--- src/rtl/fpf_stream_decoder_03.sv ---
// Receive-side decoder for the forbidden-pattern-free TSV link: 101/010 screening, FNS-weighted
// binary conversion, 2-stage valid/ready pipeline. Define FPF_DEC_ERRCNT_EN to add err_count.
module fpf_stream_decoder_03 #(
    parameter int NTSV = 3,
    parameter int DW   = 3
) (
    input  logic            clock,
    input  logic            reset,
    input  logic            tsv_valid,
    output logic            tsv_ready,
    input  logic [NTSV-1:0] tsv,
    output logic            out_valid,
    input  logic            out_ready,
    output logic [DW-1:0]   dataout,
    output logic            pat_err
`ifdef FPF_DEC_ERRCNT_EN
    ,
    output logic [15:0]     err_count
`endif
);

    // Fibonacci weights: w[0] = w[1] = 1, w[k] = w[k-1] + w[k-2].
    function automatic int fib_weight(input int k);
        int a;
        int b;
        int t;
        a = 1;
        b = 1;
        for (int i = 2; i <= k; i++) begin
            t = a + b;
            a = b;
            b = t;
        end
        return b;
    endfunction

    logic            s1_valid;
    logic [NTSV-1:0] s1_tsv;
    logic            s1_err;
    logic            in_err;
    logic [DW-1:0]   s1_sum;
    logic            s2_load;

    // NOTE: every always_comb output gets a default first so no path leaves it unassigned,
    // which would otherwise infer a latch.
    always_comb begin
        in_err = 1'b0;
        for (int j = 0; j <= NTSV - 3; j++) begin
            if (tsv[j +: 3] == 3'b101 || tsv[j +: 3] == 3'b010) begin
                in_err = 1'b1;
            end
        end
    end

    always_comb begin
        s1_sum = '0;
        for (int k = 0; k < NTSV; k++) begin
            if (s1_tsv[k]) begin
                s1_sum = s1_sum + DW'(fib_weight(k));
            end
        end
    end

    // S2 frees up when empty or drained this cycle; S1 can then refill in the same cycle.
    assign s2_load   = !out_valid || out_ready;
    assign tsv_ready = !reset && (!s1_valid || s2_load);

    // NOTE: sequential state uses non-blocking assignments so every register samples
    // the pre-edge values of the others, giving true pipeline behaviour.
    always_ff @(posedge clock) begin
        if (reset) begin
            s1_valid  <= 1'b0;
            s1_tsv    <= '0;
            s1_err    <= 1'b0;
            out_valid <= 1'b0;
            dataout   <= '0;
            pat_err   <= 1'b0;
        end else begin
            if (s2_load) begin
                out_valid <= s1_valid;
                if (s1_valid) begin
                    dataout <= s1_sum;
                    pat_err <= s1_err;
                end
            end
            if (tsv_ready) begin
                s1_valid <= tsv_valid;
                if (tsv_valid) begin
                    s1_tsv <= tsv;
                    s1_err <= in_err;
                end
            end
        end
    end

`ifdef FPF_DEC_ERRCNT_EN
    always_ff @(posedge clock) begin
        if (reset) begin
            err_count <= '0;
        end else if (out_valid && out_ready && pat_err && err_count != 16'hFFFF) begin
            err_count <= err_count + 16'd1;
        end
    end
`endif

endmodule

--- config.mk ---
export PLATFORM = sky130hd
export DESIGN_NAME = fpf_stream_decoder_03
export DESIGN_NICKNAME = d
export VERILOG_FILES = /design/src/rtl/fpf_stream_decoder_03.sv
export SDC_FILE = /design/constraint.sdc
export NUM_CORES = 1
export LEC_CHECK = 0
export BUFFER_PORTS_ARGS = -buffer_cell sky130_fd_sc_hd__buf_2
export CORE_AREA = 2 2 39 41
export CTS_CLUSTER_DIAMETER = 120
export DETAILED_ROUTE_END_ITERATION = 12
export DIE_AREA = 0 0 41 43
export GPL_TIMING_DRIVEN = 0
export PLACE_DENSITY = 0.57
export REMOVE_ABC_BUFFERS = 1
export SYNTH_ARGS = -nofsm -noshare
export SYNTH_HDL_FRONTEND = slang
export SYNTH_SLANG_ARGS = --single-unit
--- constraint.sdc ---
create_clock -name clock -period 1.02 [get_ports clock]
set_clock_uncertainty 0.05 [all_clocks]
set_input_delay 0.153 -clock clock [delete_from_list [all_inputs] [get_ports clock]]
set_output_delay 0.153 -clock clock [all_outputs]
set_load 0.03 [all_outputs]
After elaboration in Yosys (flattened, before gate mapping)
Index checks and enable logic that the tools add are counted.
{"block": "word_totals", "word_cells": 23, "reg_bits": 10, "output_inout_bits": 6, "input_bits": 7}
{"block": "op_classes", "eq_ne": 2, "muxes": 4, "n_addsub": 2, "reduce_logical": 9}
{"operator": "2-to-1 mux 3 bit", "n": 2}
{"operator": "AND reduction 2 bit", "n": 2}
{"operator": "adder 3 x 1 -> 3 bit, second input constant", "n": 1}
{"operator": "adder 3 x 2 -> 3 bit, second input constant", "n": 1}
{"operator": "== test 3 x 2 -> 1 bit, second input constant", "n": 1}
{"operator": "== test 3 bit, second input constant", "n": 1}
{"operator": "zero test 1 bit", "n": 3}
{"operator": "logical OR 1 bit", "n": 3}
{"operator": "2-to-1 mux 1 bit", "n": 2}
{"operator": "logical AND 1 bit", "n": 1}

Longest topological paths before layout
Gate-level depths: netlist of the first run.
{"block": "logic_depth", "ltp_word": 5, "depth_mapped": 4, "ltp_nobuf": 4}

Worst setup path after synthesis of the first run
Ideal clock, no wire load.
{"block": "synth_path", "path_kind": "register -> output", "from": "register out_valid", "to": "output port tsv_ready", "t_arrival_ns": 1.104, "setup_slack_ns": -0.287, "path_buffers": 0, "t_required_ns": 0.817, "stages_incl_launch_ff": 3, "path_cell_list": "dfxtp_1 nor2b_4 a21oi_1"}
{"block": "synth_between", "elab_chain_cells": 4}
{"element": "from (decl)", "line": "12", "text": "output logic out_valid,"}
{"element": "from (signal assigned)", "line": "80", "text": "out_valid <= s1_valid;"}
{"element": "zero test 1 bit", "line": "65", "text": "assign s2_load = !out_valid || out_ready;"}
{"element": "logical OR 1 bit", "line": "65"}
{"element": "logical OR 1 bit", "line": "66", "text": "assign tsv_ready = !reset && (!s1_valid || s2_load);"}
{"element": "logical AND 1 bit", "line": "66"}
{"element": "to (decl)", "line": "10", "text": "output logic tsv_ready,"}
No other way between the ends.

Final worst setup path of the first run
Same ends and word-level chain as after synthesis.

==> flow_summary.toml, run 1 <==
[logic_synthesis]
ys_ff_latch = 10
synth_cells = 49
synthDistinctLibCells = 17
yosysSeqAreaShare_pct = 42.8
yosys_warnings = 0
syn_area_per_cell_sq_um = 9.55
syn_area_sq_um = 468

[global_route]
grt_pass1_vias = 364
grt_max_degree = 15
grt_first_pass_wirelength_um = 1500
track_usage_pct = 12.9
grt_overflow_total = 0
antenna_found_initial = 0

[power_and_ir_drop]
power.share.clock_pct = 31.3
switching_share_pct = 25.9
powerDensity_nw_per_um2 = 1260
power_switching_uw = 214
p_int_uw = 612
seqPwrFrac_pct = 52.2
p_leak_uw = 0.000259
power_uw = 826
peakVddDrop_mv = 0.930
combPwrFrac_pct = 16.6

[status]
violations = "negative setup slack"
status = "finished, violations left"

[timing]
tightestPinTransition_ns = 0.241
period_needed_ns = 1.18
setup_ws_ns = -0.156
drv_slew = 0
slew-limit-headroom_pct = 83.9
setup_viol = 9
final.period_utilization_pct = 115
hold_violations = 0
fmax_mhz = 851
rsz0062_at_grt = "true"

[routing]
wl_um = 911
dr.pass1.iters = 2
drcViolationCount = 0
num_vias = 404
antenna_left = 0
wl_per_cell_um = 11.4
vias_per_cell = 5.05
initialDrtViolationCount = 3

[clocking]
clk_pin_slew_worst_paths_ns = 0.06
clockRootBuffer = "clkbuf_4"
numCtsBuffers = 3
cts.path.max_buffers = 2
cts.sinks = 10
cts-hold-fix-buffers = 0
htreeDepth = 1
cts_tree = "built"
clock_latency_ns = 0.26

[setup_path]
path_class = "register to output port"
critical_path.startpoint_type = "register"
cp.required_ns = 0.82
crit_arrival_ns = 0.97
crit_fanout = 2
cp-end-kind = "output port"

[floorplan]
core-area_sq_um = 1380
die_h_um = 43
die_area_sq_um = 1760
start_util_pct = 33.8
die_x_um = 41
io_pins = 13
rows = 14

[layout]
area_growth_pct = 40.4
stdcell_count = 80
drive_gt1_share_pct = 51.6
multi_input_area_sq_um = 304
fin_nets = 75
diodes = 0
fill_cells = 141
fin_area_sq_um = 657
regArea_sq_um = 208
utilization_pct = 47.5

[placement]
hpwl_um = 626
portBuffers = 12
globalplace.congestion = 0.636
dp.cells = 75
placed_area_sq_um = 536
dp_slack_ns = -0.0830

[worst_hold_path]
hp-class = "input pin to register"

[flow_run]
drv_cap = 0
==> stage by stage <==
step,setup TNS [ns],hold slack (ns)
floorplan,-1.31,0.168
global placement,-0.241,0.386
detailed placement,-0.298,0.395
CTS,-0.538,0.101
global route,-1.06,0.116
finish,-0.631,0.115
==> cells in the final DEF, fill, tap and decap left out, types with 2 or more instances in the layout <==
| master | count |
|---|---|
| dfxtp_1 | 6 |
| mux2i_1 | 3 |
| a21oi_1 | 7 |
| ha_4 | 2 |
| dfxtp_2 | 3 |
| clkbuf_4 | 5 |
| nand2b_1 | 6 |
| buf_2 | 7 |
| nand3_2 | 4 |
| a21oi_2 | 2 |
| buf_4 | 3 |
| buf_6 | 2 |
| inv_1 | 2 |
| o21ai_0 | 4 |
==> cell type report <==
type | count | share of cell area (%)
clock buffer | 3 | 3.43
inverter | 2 | 1.14
multi-input combinational | 35 | 46.3
sequential | 10 | 31.6
tap | 16 | 3.05
timing repair buffer | 14 | 14.5
==> registers in the layout (all words and copies together), names as in the netlist <==
register and count:
pat_err 1, s1_err 1, out_valid 1, s1_valid 1
s1_tsv 3, dataout 3
==> path summary, 6_finish.rpt <==
check,from,to,slack (ns),depth (start not counted)
worst min register to register,dataout[2],dataout[2],0.43,2
worst min-delay path,tsv[1],s1_tsv[1],0.11,3
worst max register to register,out_valid,s1_tsv[1],-0.12,4
worst max-delay path,out_valid,tsv_ready,-0.16,3
==> logic make-up (layout without fill, tap and decap cells) <==
logic type	Yosys count	count (layout)	synth area share (%)
AO/OA/AOI/OAI	15	15	20.1
adder cells (fa/ha/maj)	2	2	5.35
buffers and inverters	4	19	4.28
flip-flops	10	10	42.8
multiplexers	3	3	6.42
AND/OR/NAND/NOR	15	15	21.1
==> synthesized netlist by cell type <==
cell type / count / share of area, %
nor2_1: 1 / 0.80
a21oi_1: 9 / 9.6
dfxtp_1: 10 / 43
nand3b_1: 1 / 1.6
inv_1: 2 / 1.6
and3b_1: 1 / 1.9
o21ai_0: 4 / 4.3
nor2b_4: 1 / 2.9
nand2b_1: 6 / 8.0
ha_1: 2 / 5.3
or2b_1: 1 / 1.6
a211oi_2: 1 / 2.7
buf_4: 1 / 1.6
nand3_1: 4 / 4.3
a21oi_4: 1 / 3.5
mux2i_1: 3 / 6.4
buf_2: 1 / 1.1
==> power groups by stage <==
stage | Combinational (uW) | Clock [uW] | Sequential, uW
after global routing | 150 | 299 | 433
after detailed placement | 109 | 0 | 433
after floorplan | 57.1 | 0 | 443
final | 137 | 258 | 431
after CTS | 134 | 277 | 431
after global placement | 107 | 0 | 433
==> timing repair <==
| action | in CTS | in global routing |
|---|---|---|
| pin swaps | 6 | 6 |
| gates resized for setup | 17 | 6 |
| setup buffers | 2 | 1 |
| endpoints found under the setup margin | 10 | 14 |
| endpoints found under the hold margin | 0 | 0 |
==> worst max-delay path, cell delays in order (launching register included) <==
cell	delay, ns
dfxtp_2	0.32
nor2b_4	0.12
a21oi_2	0.13
buf_6	0.14
==> routing by layer <==
metal | wire length [um] | up-vias | share of wire [%] | track usage [%]
li1 | - | 203 | - | -
met1 | 413 | 187 | 45 | 15.9
met2 | 426 | 14 | 47 | 18.1
met3 | 71 | 0 | 7.8 | 9.42
met4 | 0 | 0 | 0 | 2.00
met5 | 0 | - | 0 | 0
No activity file was read; power rests on OpenSTA's default activity.
==> inputs of run 2 (changes only) <==
--- a/config.mk
+++ b/config.mk
@@ -7,6 +7,7 @@
 export LEC_CHECK = 0
 export BUFFER_PORTS_ARGS = -buffer_cell sky130_fd_sc_hd__buf_2
 export CORE_AREA = 2 2 39 41
+export CTS_BUF_LIST = sky130_fd_sc_hd__clkbuf_8
 export CTS_CLUSTER_DIAMETER = 120
 export DETAILED_ROUTE_END_ITERATION = 12
 export DIE_AREA = 0 0 41 43
==> run 2 against run 1 <==
  * The flow still finishes with violations (negative setup slack)
  * Power rose by 17%
  * Utilization rose by 0.45 points
  * Count of clock-buffer cells in the layout did not move
  * Highest routed layer is now met4
  * Critical path type unchanged
  * Wire length rose by 3.7%
==> flow_summary.toml, run 2 (synthesized netlist as in run 1, its figures left out) <==
[global_route]
grt_max_degree = 15
grt_overflow_total = 0
antenna_found_initial = 0
grt.busiest_layer = "met2"
grt_util_met3_pct = 9.42
grtUsageMet2_pct = 20.0
grt_first_pass_wirelength_um = 1590
grt_use_met1_pct = 15.9
track_usage_pct = 14.1
grt_pass1_vias = 375

[setup_path]
r2r_slack_ns = -0.10
rr_endpoint = "s1_tsv[1]"
crit_fanout = 2
cp_slowest_cell = "dfxtp_2"
cp-end-kind = "output port"
crit_arrival_ns = 0.94
path_class = "register to output port"
cp.required_ns = 0.82
timing.rr.start = "out_valid"
slowest_delay_ns = 0.31
setup.worst_path.start = "out_valid"
critical_path.startpoint_type = "register"
worstPathCellList = "nor2b_4, a21oi_2, buf_6"
reg2reg_depth = 4

[floorplan]
die_area_sq_um = 1760
die_h_um = 43
core-area_sq_um = 1380
rows = 14
die_x_um = 41
io_pins = 13
start_util_pct = 33.8

[routing]
initialDrtViolationCount = 5
dr.pass1.iters = 3
wl_per_cell_um = 11.7
antenna_left = 0
vias_per_cell = 4.88
num_vias = 395
wl_um = 945
drcViolationCount = 0

[layout]
top_regs = "dataout: 3 flops, s1_tsv: 3 flops"
final_common_cell = "buf_2"
diodes = 0
stdcell_count = 81
mostFrequentLayoutCells = "buf_2 (10), a21oi_1 (8), nand2b_1 (6), dfxtp_1 (6)"
drive_gt1_share_pct = 47.7
area_growth_pct = 41.7
fin_nets = 76

[flow_run]
drv_cap = 0

[clocking]
cts.path.max_buffers = 2
numCtsBuffers = 3
cts.sinks = 10
clock_latency_ns = 0.23
htreeDepth = 1
clockRootBuffer = "clkbuf_8"
clk_pin_slew_worst_paths_ns = 0.05
cts_tree = "built"

[timing]
period_needed_ns = 1.15
drv_slew = 0
tightestPinTransition_ns = 0.242
rsz0062_at_grt = "true"
fmax_mhz = 872
setup_ws_ns = -0.127
final.period_utilization_pct = 112
setup_viol = 11
hold_violations = 0
slew-limit-headroom_pct = 83.9

[power_and_ir_drop]
p_leak_uw = 0.000273
peakVddDrop_mv = 0.961
powerDensity_nw_per_um2 = 1460
power_uw = 965

[worst_hold_path]
hp-class = "input pin to register"
whs_path_depth = 3
whs_endpoint = "s1_tsv[1]"
worstHoldStart = "tsv[1]"

[placement]
globalplace.congestion = 0.636
dp.cells = 75
hpwl_um = 626
portBuffers = 12

[status]
violations = "negative setup slack"
status = "finished, violations left"
run 2: layout make-up:
cell class | instances | area, sq um
Tap cell | 16 | 20.0
Sequential cell | 10 | 205
Timing Repair Buffer | 15 | 98.8
Inverter | 2 | 7.51
Multi-Input combinational cell | 35 | 290
Clock buffer | 3 | 41.3
Fill cell | 144 | 721
run 2: stage by stage:
stage	util [%]	setup WS [ns]	cell area [sq um]	setup TNS [ns]	hold WS, ns
floorplan	-	-0.287	455	-1.31	0.168
global placement	38.7	-0.0609	536	-0.241	0.386
detailed placement	38.7	-0.0830	536	-0.298	0.395
CTS	47.1	-0.117	652	-0.471	0.142
global route	47.9	-0.170	663	-1.32	0.156
finish	47.9	-0.127	663	-0.854	0.145
run 2: what timing repair did:
item                                    in CTS  in global routing
resized for setup                           15                  1
hold buffers                                 0                  0
endpoints found under the setup margin       9                 11
pin swaps                                    6                  2
buffers inserted                             2                  1
run 2: worst max path at each step:
stage / endpoint / slack (ns) / cells after the start
after floorplan: tsv_ready / -0.29 / 2
after global placement: dataout[1] / -0.06 / 4
after detailed placement: dataout[1] / -0.08 / 4
after CTS: tsv_ready / -0.12 / 3
after global routing: tsv_ready / -0.17 / 3
final: tsv_ready / -0.13 / 3
run 2: critical path, delay by kind of cell, from the launching register on:
family / cells / cell delay (ns)
flip-flops: 1 / 0.31
AND/OR/NAND/NOR: 1 / 0.13
AO/OA/AOI/OAI: 1 / 0.13
buffers and inverters: 1 / 0.14
run 2: per-layer routing:
layer  vias up  part of all wire [%]
met5         -                     0
met2        14                    47
li1        205                     -
met3         2                   6.5
met1       174                    45
met4         0                   1.5
run 2: where the power goes:
group	internal [uW]	switching [uW]	total (uW)
clock network	257	139	397
registers	413	18.3	432
logic	65.4	71.3	137
